### config.mk
export PLATFORM = sky130hd
export DESIGN_NAME = fifo_write_arbiter
export DESIGN_NICKNAME = d
export VERILOG_FILES = /design/src/rtl/fifo_write_arbiter.sv
export SDC_FILE = /design/constraint.sdc
export NUM_CORES = 1
export LEC_CHECK = 0
export CORE_MARGIN = 3
export CORE_UTILIZATION = 26
export CTS_CLUSTER_SIZE = 14
export DETAILED_ROUTE_END_ITERATION = 12
export PLACE_DENSITY = 0.9
export SLEW_MARGIN = 20
export SYNTH_ARGS = -nofsm -noshare
export SYNTH_HDL_FRONTEND = slang
export SYNTH_SLANG_ARGS = --single-unit
### constraint.sdc
create_clock -name clk -period 2.7 [get_ports clk]
set_clock_uncertainty 0.2 [all_clocks]
set_input_delay 0.54 -clock clk [delete_from_list [all_inputs] [get_ports clk]]
set_output_delay 0.54 -clock clk [all_outputs]
set_load 0.02 [all_outputs]
### src/rtl/fifo_write_arbiter.sv
`default_nettype none
// ============================================================================
//  Module      : fifo_write_arbiter
//  Description : Round-robin arbiter sharing one FIFO push port among NREQ
//                valid/ready producers, with bounded bursts per grant.
//                Optional per-producer accept counters: FIFO_ARB_STATS_EN.
//  Revision    : 1.0
// ============================================================================
module fifo_write_arbiter #(
    parameter int NREQ      = 4,
    parameter int DW        = 32,
    parameter int BURST_MAX = 4
) (
    input  logic                    clk,
    input  logic                    rst,
    input  logic [NREQ-1:0]         req_valid,
    input  logic [NREQ*DW-1:0]      req_data,
    output logic [NREQ-1:0]         req_ready,
    input  logic                    fifo_full,
    output logic                    fifo_w_en,
    output logic [DW-1:0]           fifo_data_in,
    output logic [$clog2(NREQ)-1:0] grant_id,
    output logic                    busy
`ifdef FIFO_ARB_STATS_EN
    ,
    input  logic [$clog2(NREQ)-1:0] stat_sel,
    output logic [15:0]             stat_count
`endif
);

    localparam int c_IW = $clog2(NREQ);
    localparam int c_BW = (BURST_MAX > 1) ? $clog2(BURST_MAX) : 1;
    localparam logic [c_BW-1:0] c_LAST_BEAT = c_BW'(BURST_MAX - 1);
    localparam logic [c_IW-1:0] c_LAST_IDX  = c_IW'(NREQ - 1);

    localparam logic [0:0] c_S_IDLE  = 1'b0;
    localparam logic [0:0] c_S_BURST = 1'b1;

    logic [0:0]      r_state,    w_state_nxt;
    logic [c_IW-1:0] r_owner,    w_owner_nxt;
    logic [c_IW-1:0] r_rr_ptr,   w_rr_nxt;
    logic [c_BW-1:0] r_beat_cnt, w_beat_nxt;

    logic [DW-1:0]   w_lane [NREQ];
    logic            w_xfer;
    logic            w_burst_end;
    logic [c_IW-1:0] w_next_base;

    // First requester at or after base, wrapping; base itself wins ties.
    function automatic logic [c_IW-1:0] rr_pick(input logic [c_IW-1:0] base,
                                                 input logic [NREQ-1:0] valid);
        logic [c_IW-1:0] sel;
        int              idx;
        sel = base;
        for (int k = NREQ - 1; k >= 0; k--) begin
            idx = (int'(base) + k) % NREQ;
            if (valid[c_IW'(idx)]) sel = c_IW'(idx);
        end
        return sel;
    endfunction

    for (genvar i = 0; i < NREQ; i++) begin : g_lane
        assign w_lane[i] = req_data[i*DW +: DW];
    end

    assign w_xfer      = (r_state == c_S_BURST) && req_valid[r_owner] && !fifo_full;
    assign w_burst_end = (r_state == c_S_BURST) &&
                         ((w_xfer && (r_beat_cnt == c_LAST_BEAT)) || !req_valid[r_owner]);
    assign w_next_base = (r_owner == c_LAST_IDX) ? '0 : r_owner + 1'b1;

    always_ff @(posedge clk) begin
        if (!rst) begin
            r_state    <= c_S_IDLE;
            r_owner    <= '0;
            r_rr_ptr   <= '0;
            r_beat_cnt <= '0;
        end else begin
            r_state    <= w_state_nxt;
            r_owner    <= w_owner_nxt;
            r_rr_ptr   <= w_rr_nxt;
            r_beat_cnt <= w_beat_nxt;
        end
    end

    always_comb begin
        w_state_nxt = r_state;
        w_owner_nxt = r_owner;
        w_rr_nxt    = r_rr_ptr;
        w_beat_nxt  = r_beat_cnt;
        case (r_state)
            c_S_IDLE: begin
                if (|req_valid) begin
                    w_owner_nxt = rr_pick(r_rr_ptr, req_valid);
                    w_state_nxt = c_S_BURST;
                    w_beat_nxt  = '0;
                end
            end
            c_S_BURST: begin
                if (w_xfer) w_beat_nxt = r_beat_cnt + 1'b1;
                // Re-arbitrate on the ending edge so grants chain without a bubble.
                if (w_burst_end) begin
                    w_rr_nxt = w_next_base;
                    if (|req_valid) begin
                        w_owner_nxt = rr_pick(w_next_base, req_valid);
                        w_beat_nxt  = '0;
                    end else begin
                        w_state_nxt = c_S_IDLE;
                    end
                end
            end
            default: w_state_nxt = c_S_IDLE;
        endcase
    end

    always_comb begin
        fifo_w_en = w_xfer;
        req_ready = '0;
        if (w_xfer) req_ready[r_owner] = 1'b1;
        fifo_data_in = w_lane[r_owner];
    end

    assign busy     = (r_state == c_S_BURST);
    assign grant_id = r_owner;

`ifdef FIFO_ARB_STATS_EN
    logic [15:0] r_stat [NREQ];

    always_ff @(posedge clk) begin
        if (!rst) begin
            for (int i = 0; i < NREQ; i++) r_stat[i] <= '0;
        end else if (w_xfer && (r_stat[r_owner] != 16'hFFFF)) begin
            r_stat[r_owner] <= r_stat[r_owner] + 1'b1;
        end
    end

    assign stat_count = r_stat[stat_sel];
`endif

endmodule
`default_nettype wire
==> results of run 1 <==
path summary, 6_finish.rpt:
path                 startpoint                to  slack, ns
hold / removal    r_beat_cnt[1]     r_beat_cnt[1]       0.29
hold reg to reg   r_beat_cnt[1]     r_beat_cnt[1]       0.29
setup reg to reg    grant_id[0]       r_rr_ptr[0]       0.65
setup / recovery  req_data[115]  fifo_data_in[19]       0.03
registers in the layout (all words and copies together), names as in the netlist:
| name | cells |
|---|---|
| busy | 1 |
| grant_id | 2 |
| r_beat_cnt | 2 |
| r_rr_ptr | 2 |
final cells by class:
cell class,count,share of cell area (%)
Inverter,7,0.7839
Sequential cell,7,4.218
Timing Repair Buffer,191,56.63
Clock buffer,4,1.344
Multi-Input combinational cell,93,34.53
Tap cell,67,2.501
synth_stat cells (2+ instances only):
master,n,share of area [%]
buf_1,2,0.55
a211o_1,4,2.5
dfxtp_1,7,10
buf_2,6,2.2
mux4_2,33,54
nor2b_1,4,1.8
nor2_1,6,1.6
and3_1,5,2.3
nand2_1,6,1.6
o21ai_0,4,1.5
inv_1,7,1.9
nand3_1,3,1.1
ha_1,5,4.5
a31oi_1,3,1.4
o22ai_1,2,0.91
nand2b_1,4,1.8
power by group:
group / internal [uW] / switching [uW]
Combinational: 529 / 381
Clock: 102 / 42.2
Sequential: 115 / 15.4
Total: 745 / 438
kinds of logic after synthesis:
group           count (synthesis)  share of synthesized area, %
fa+ha+maj                       5                         4.545
mux                            33                         54.00
simple gates                   32                         12.45
buf+inv                        17                         5.728
compound gates                 23                         13.09
flops                           7                         10.18
layer usage:
layer | share of wire, % | wire, um | vias up
li1 | - | - | 865
met1 | 34 | 2628 | 938
met2 | 52 | 4036 | 99
met3 | 9.9 | 768 | 24
met4 | 3.9 | 299 | 2
met5 | 0.17 | 13 | -
what timing repair did:
| item | in CTS | in global routing |
|---|---|---|
| buffers inserted | 2 | 0 |
| resized for setup | 48 | 14 |
| hold buffers | 0 | 0 |
| cloned | 0 | 1 |
| endpoints found under the hold margin | 0 | 0 |
| setup endpoints to repair | 31 | 16 |
worst max-delay path, cell delays in order:
cell	delay [ns]
clkdlybuf4s50_1	0.39
mux4_2	0.45
clkdlybuf4s50_1	0.55
metrics by stage:
| stage | instances | utilization (%) |
|---|---|---|
| floorplan | 117 | - |
| global placement | 362 | 66.55 |
| detailed placement | 362 | 66.55 |
| CTS | 368 | 67.01 |
| global route | 369 | 68.25 |
| finish | 369 | 68.25 |
==> metrics.md, run 1 <==
| Metric | Value |
|---|---|
| Commonest non-fill, non-tap cell in the layout | clkdlybuf4s50_1 |
| Total clock sinks | 7 |
| Critical path arrival | 1.93 ns |
| DP Worst Slack | -0.3769 ns |
| WHS | 0.2870 ns |
| Routed vias | 1,928 |
| Number of flops mapped to enable cells by yosys | 0 |
| Mapped Nets | 257 |
| R2R cell count | 6 |
| Core area | 4911 um2 |
| DRT iter0 DRCs | 58 |
| Clock Path Buffers | 2 |
| Drc violations | 0 |
| Gr usage total | 24.58% |
| Max-Cap Viols | 0 |
| Global-route wire length before repair | ~11 mm |
| Reg area | 141.4 um2 |
| First drt pass iteration count | 4 |
| Fill cells | 391 |
| Largest net degree at the start of global routing | 30 |
| Layout cells sized above 1 | 20.86% |
| Synth Register Bits | 7 |
| Slew HR | 74.60% |
| Worst setup margin | 0.02745 ns |
| Ys flop type | dfxtp_1 |
| Hpwl dp | 6.731 mm |
| Yosys warnings | 0 |
| Most frequent cells in the layout | 134 x clkdlybuf4s50_1, 33 x mux4_2, 23 x dlygate4sd2_1, 15 x buf_4, 12 x dlymetal6s2s_1 |
| CTS tree | yes |
| Syn Area/Cell | between 10 and 15 um2 |
| PortBufs | 174 |
| Final TNS setup | 0 ns |
| Met3 usage | 8.957% |
| Synth-to-layout area growth | 143.5% |
| PwrDens | 353.1 nW/um2 |
| ANT cells | 0 |
| Status | finished clean |
| Period utilisation layout | a little over nine tenths |
| CTS clk-pin slew, worst paths | ~0.040 ns |
| Fin crit period | 2.673 ns |
| Total gr overflow | 0 |
| Placed instance area | 3268 um2 |
| Critical Path End Type | output pin |
| Site Rows | 25 |
| Gr busiest metal | met2 |
| Setup CP Type | in -> out |
| Sequential element share of the synthesized area | 10.18% |
| Pleak | around 0.0014 uW |
| Final Total Pwr | 1184 uW |
| Clock Latency Late Sink | between 0.2 and 0.25 ns |
| Endpoints failing hold | 0 |
| Unique cell type count in the Yosys netlist | 32 |
| Number of global-route vias before repair | 1,980 |
| DIE WIDTH | 78.76 um |
| WL final | 7.746 mm |
| GPL Wtd Cong | 0.8917 |
| Worst-Margin Slew | 0.3799 ns |
| Starting density of the core | 28.03% |
| Die H | 78.76 um |
| Hold path depth | 2 |
| Critical Path Start Type | input pin |
| Antenna Violating Nets Remaining | 0 |
| Required time of the critical path | 1.96 ns |
| Top-level I/O count | 175 |
| Root buf cell | clkbuf_8 |
| Initial antenna violation count | 1 |
| Worst VDD drop | 0.3098 mV |
| Mean number of vias per cell | 5.225 |
| Critical Path Fanout Max | 1 |
| Final slew viol count | 0 |
| Design Area, Final | 3352 um2 |
| Met2 global-route usage | 43.97% |
| Met1 Use GR | 25.93% |
| Area of the multi-input gates | 1157 um2 |
| Syn Inst Count | between 100 and 150 |
| CTS Buf Count | 3 |
| Cell area after synthesis | approximately 1400 um2 |
| CTS H-tree lvls | 1 |
| Ys async rst share | 0% |
| Die area | 6202 um2 |
| Final setup violation count | 0 |
| Worst Hold Class | reg -> reg |
| Nets | 443 |
| Maximum clock frequency | 374.2 MHz |
| Wire per inst | ~21 um |
No activity file was read; power rests on OpenSTA's default activity.
==> inputs of run 2 (changes only) <==
Settings changed: CORE_AREA from default to 3 3 67 69, CORE_MARGIN 3 to default, CORE_UTILIZATION 26 to default, DIE_AREA from default to 0 0 70 72, DONT_BUFFER_PORTS from default to 1, PLACE_DENSITY 0.9 to 0.56.
==> run 2 against run 1 <==
Sequential share of layout area is 5.4 points higher. Via count is 38% lower. Design area is 56% lower. Clock power hardly changed. Die area is 19% lower. Register-to-register slack hardly changed. Critical path type is now reg -> out. Critical endpoint is now fifo_data_in[4].
==> metrics.md, run 2 (same netlist as run 1, synthesis figures left out) <==
| Metric | Value |
|---|---|
| First drt pass iteration count | 4 (unchanged) |
| Hpwl dp | 4.898 mm (-27%) |
| Clock Latency Late Sink | 0.22 ns (about the same) |
| Starting density of the core | 34.66% (+6.6 points) |
| Die area | 5040 um2 (-19%) |
| Clock Path Buffers | 2 (unchanged) |
| Post-CTS Setup Bufs | 0 (-2) |
| Mean number of vias per cell | 7.248 (+39%) |
| DRT iter0 DRCs | 69 (+19%) |
| Critical Path End Type | output pin |
| ANT cells | 0 (unchanged) |
| Required time of the critical path | 1.96 ns (about the same) |
| CTS resizes | 0 (-100%) |
| RSZ-0062 raised after global routing | no |
| CTS H-tree lvls | 1 (unchanged) |
| Final slew viol count | 0 (unchanged) |
| Clock group share of total power | 17.9% (+5.7 points) |
| CTS Buf Count | 3 (unchanged) |
| Nets | 256 (-42%) |
| Number of global-route vias before repair | 1,182 (-40%) |
| Worst Hold Class | in -> reg |
| Reg area | 142.6 um2 (+0.88%) |
| Sw Ratio | 45.79% (+8.8 points) |
| Die H | 72 um (-8.6%) |
| Worst VDD drop | 0.2220 mV (-28%) |
| CP max stage cell | dfxtp_2 |
| Layout Cells excl Fill | 165 (-55%) |
| Setup CP Type | reg -> out |
| Commonest non-fill, non-tap cell in the layout | mux4_2 |
| Status | finished clean |
| Buf+Inv Stages, Crit Path | 1 (-1) |
| Root buf cell | clkbuf_8 |
| Register share of total power | 17.2% (+6.2 points) |
| Core area | 3971 um2 (-19%) |
| Initial antenna violation count | 2 (+1) |
| WL final | 5.509 mm (-29%) |
| Critical Path Start Type | flop |
| GPL Wtd Cong | 0.8637 (-3.1%) |
| Drc violations | 0 (unchanged) |
| Gr usage total | 19.53% (-5.1 points) |
| Routed vias | 1,196 (-38%) |
| Global-route wire length before repair | 7.452 mm (-35%) |
| Final setup violation count | 0 (unchanged) |
| Max-Cap Viols | 0 (unchanged) |
| Endpoints failing hold | 0 (unchanged) |
| Synth-to-layout area growth | 7.273% |
| Hold_buf cts | 0 (unchanged) |
| Area of the multi-input gates | 1157 um2 (unchanged) |
| Slowest stage delay, CP | 0.58 ns (+0.03 ns) |
| Pint | 434.1 uW (-42%) |
| Fin crit period | 2.406 ns (-0.2662 ns) |
| DIE WIDTH | 70 um (-11%) |
| Top-level I/O count | 175 (unchanged) |
| Pleak | 0.0004763 uW (-65%) |
| Site Rows | 23 (-8.0%) |
| Switching Power | 366.6 uW (-16%) |
| Worst-Margin Slew | 0.5993 ns (+0.2194 ns) |
| Critical Path Fanout Max | 20 (+19) |
| Most frequent cells in the layout | 33 x mux4_2, 7 x inv_1, 6 x nand2_1, 6 x nor2_1 |
| Period utilisation layout | 89.12% (-9.9 points) |
| Layout cells sized above 1 | 40.00% (+19 points) |
| Final TNS setup | 0 ns (unchanged) |
| Comb pwr share | 64.9% (-12 points) |
| Critical path cell sequence | buf_4 -> mux4_2 |
| Total gr overflow | 0 (unchanged) |
| Slew HR | 59.71% (-15 points) |
| Placed cell count | 161 (-56%) |
| Largest net degree at the start of global routing | 28 (-6.7%) |
| Maximum clock frequency | 415.6 MHz (+11%) |
| Antenna Violating Nets Remaining | 0 (unchanged) |
| Fill cells | 386 (-1.3%) |
| PortBufs | 0 (-100%) |
| CTS tree | yes |
| Kind of cell adding the most delay to the critical path | flip-flops |
| Critical path arrival | 1.67 ns (-0.26 ns) |
| PwrDens | 542.3 nW/um2 (+54%) |
| CTS clk-pin slew, worst paths | 0.04 ns (about the same) |
| Wire per inst | 33.39 um (+59%) |
| Total clock sinks | 7 (unchanged) |
run 2: worst paths after layout:
path                       from               to  slack (ns)  depth (start not counted)
hold / removal              rst      grant_id[0]        0.25                          2
setup reg to reg    grant_id[1]      grant_id[1]        0.64                          5
hold reg to reg   r_beat_cnt[1]    r_beat_cnt[1]        0.27                          2
setup / recovery    grant_id[1]  fifo_data_in[4]        0.29                          2
run 2: worst register-to-register path: cells and delay by family, from the launching register on:
family / cells / cell delay, ns
fa+ha+maj: 1 / 0.40
flops: 1 / 0.58
buf+inv: 1 / 0.12
compound gates: 3 / 0.63
run 2: area by class of cell:
class	instances	area share [%]
Sequential cell	7	9.661
Clock buffer	4	3.051
Inverter	7	1.780
Multi-Input combinational cell	93	78.39
Tap cell	50	4.237
Timing Repair Buffer	4	2.881
run 2: metrics by stage:
| step | util, % | instance area [um2] | worst slack, ns | hold WS, ns | total power [uW] |
|---|---|---|---|---|---|
| floorplan | - | 1376 | 0.2400 | 0.2499 | 587.5 |
| global placement | 36.04 | 1431 | 0.5527 | 0.2561 | 652.1 |
| detailed placement | 36.04 | 1431 | 0.5214 | 0.2761 | 661.0 |
| CTS | 37.18 | 1476 | 0.2846 | 0.2499 | 809.5 |
| global route | 37.18 | 1476 | 0.2334 | 0.2537 | 839.3 |
| finish | 37.18 | 1476 | 0.2937 | 0.2505 | 800.7 |
run 2: power by group through the flow:
stage / logic (uW) / clock network [uW] / registers (uW)
global placement: 513 / 0 / 139
global route: 542 / 157 / 140
finish: 520 / 143 / 137
floorplan: 455 / 0 / 133
CTS: 522 / 149 / 138
detailed placement: 521 / 0 / 140
run 2: metal layers:
layer	global-route usage, %	share of wire [%]
met1	22.18	34
met2	33.68	52
met3	10.80	13
met4	1.915	0.76
met5	0	0.38
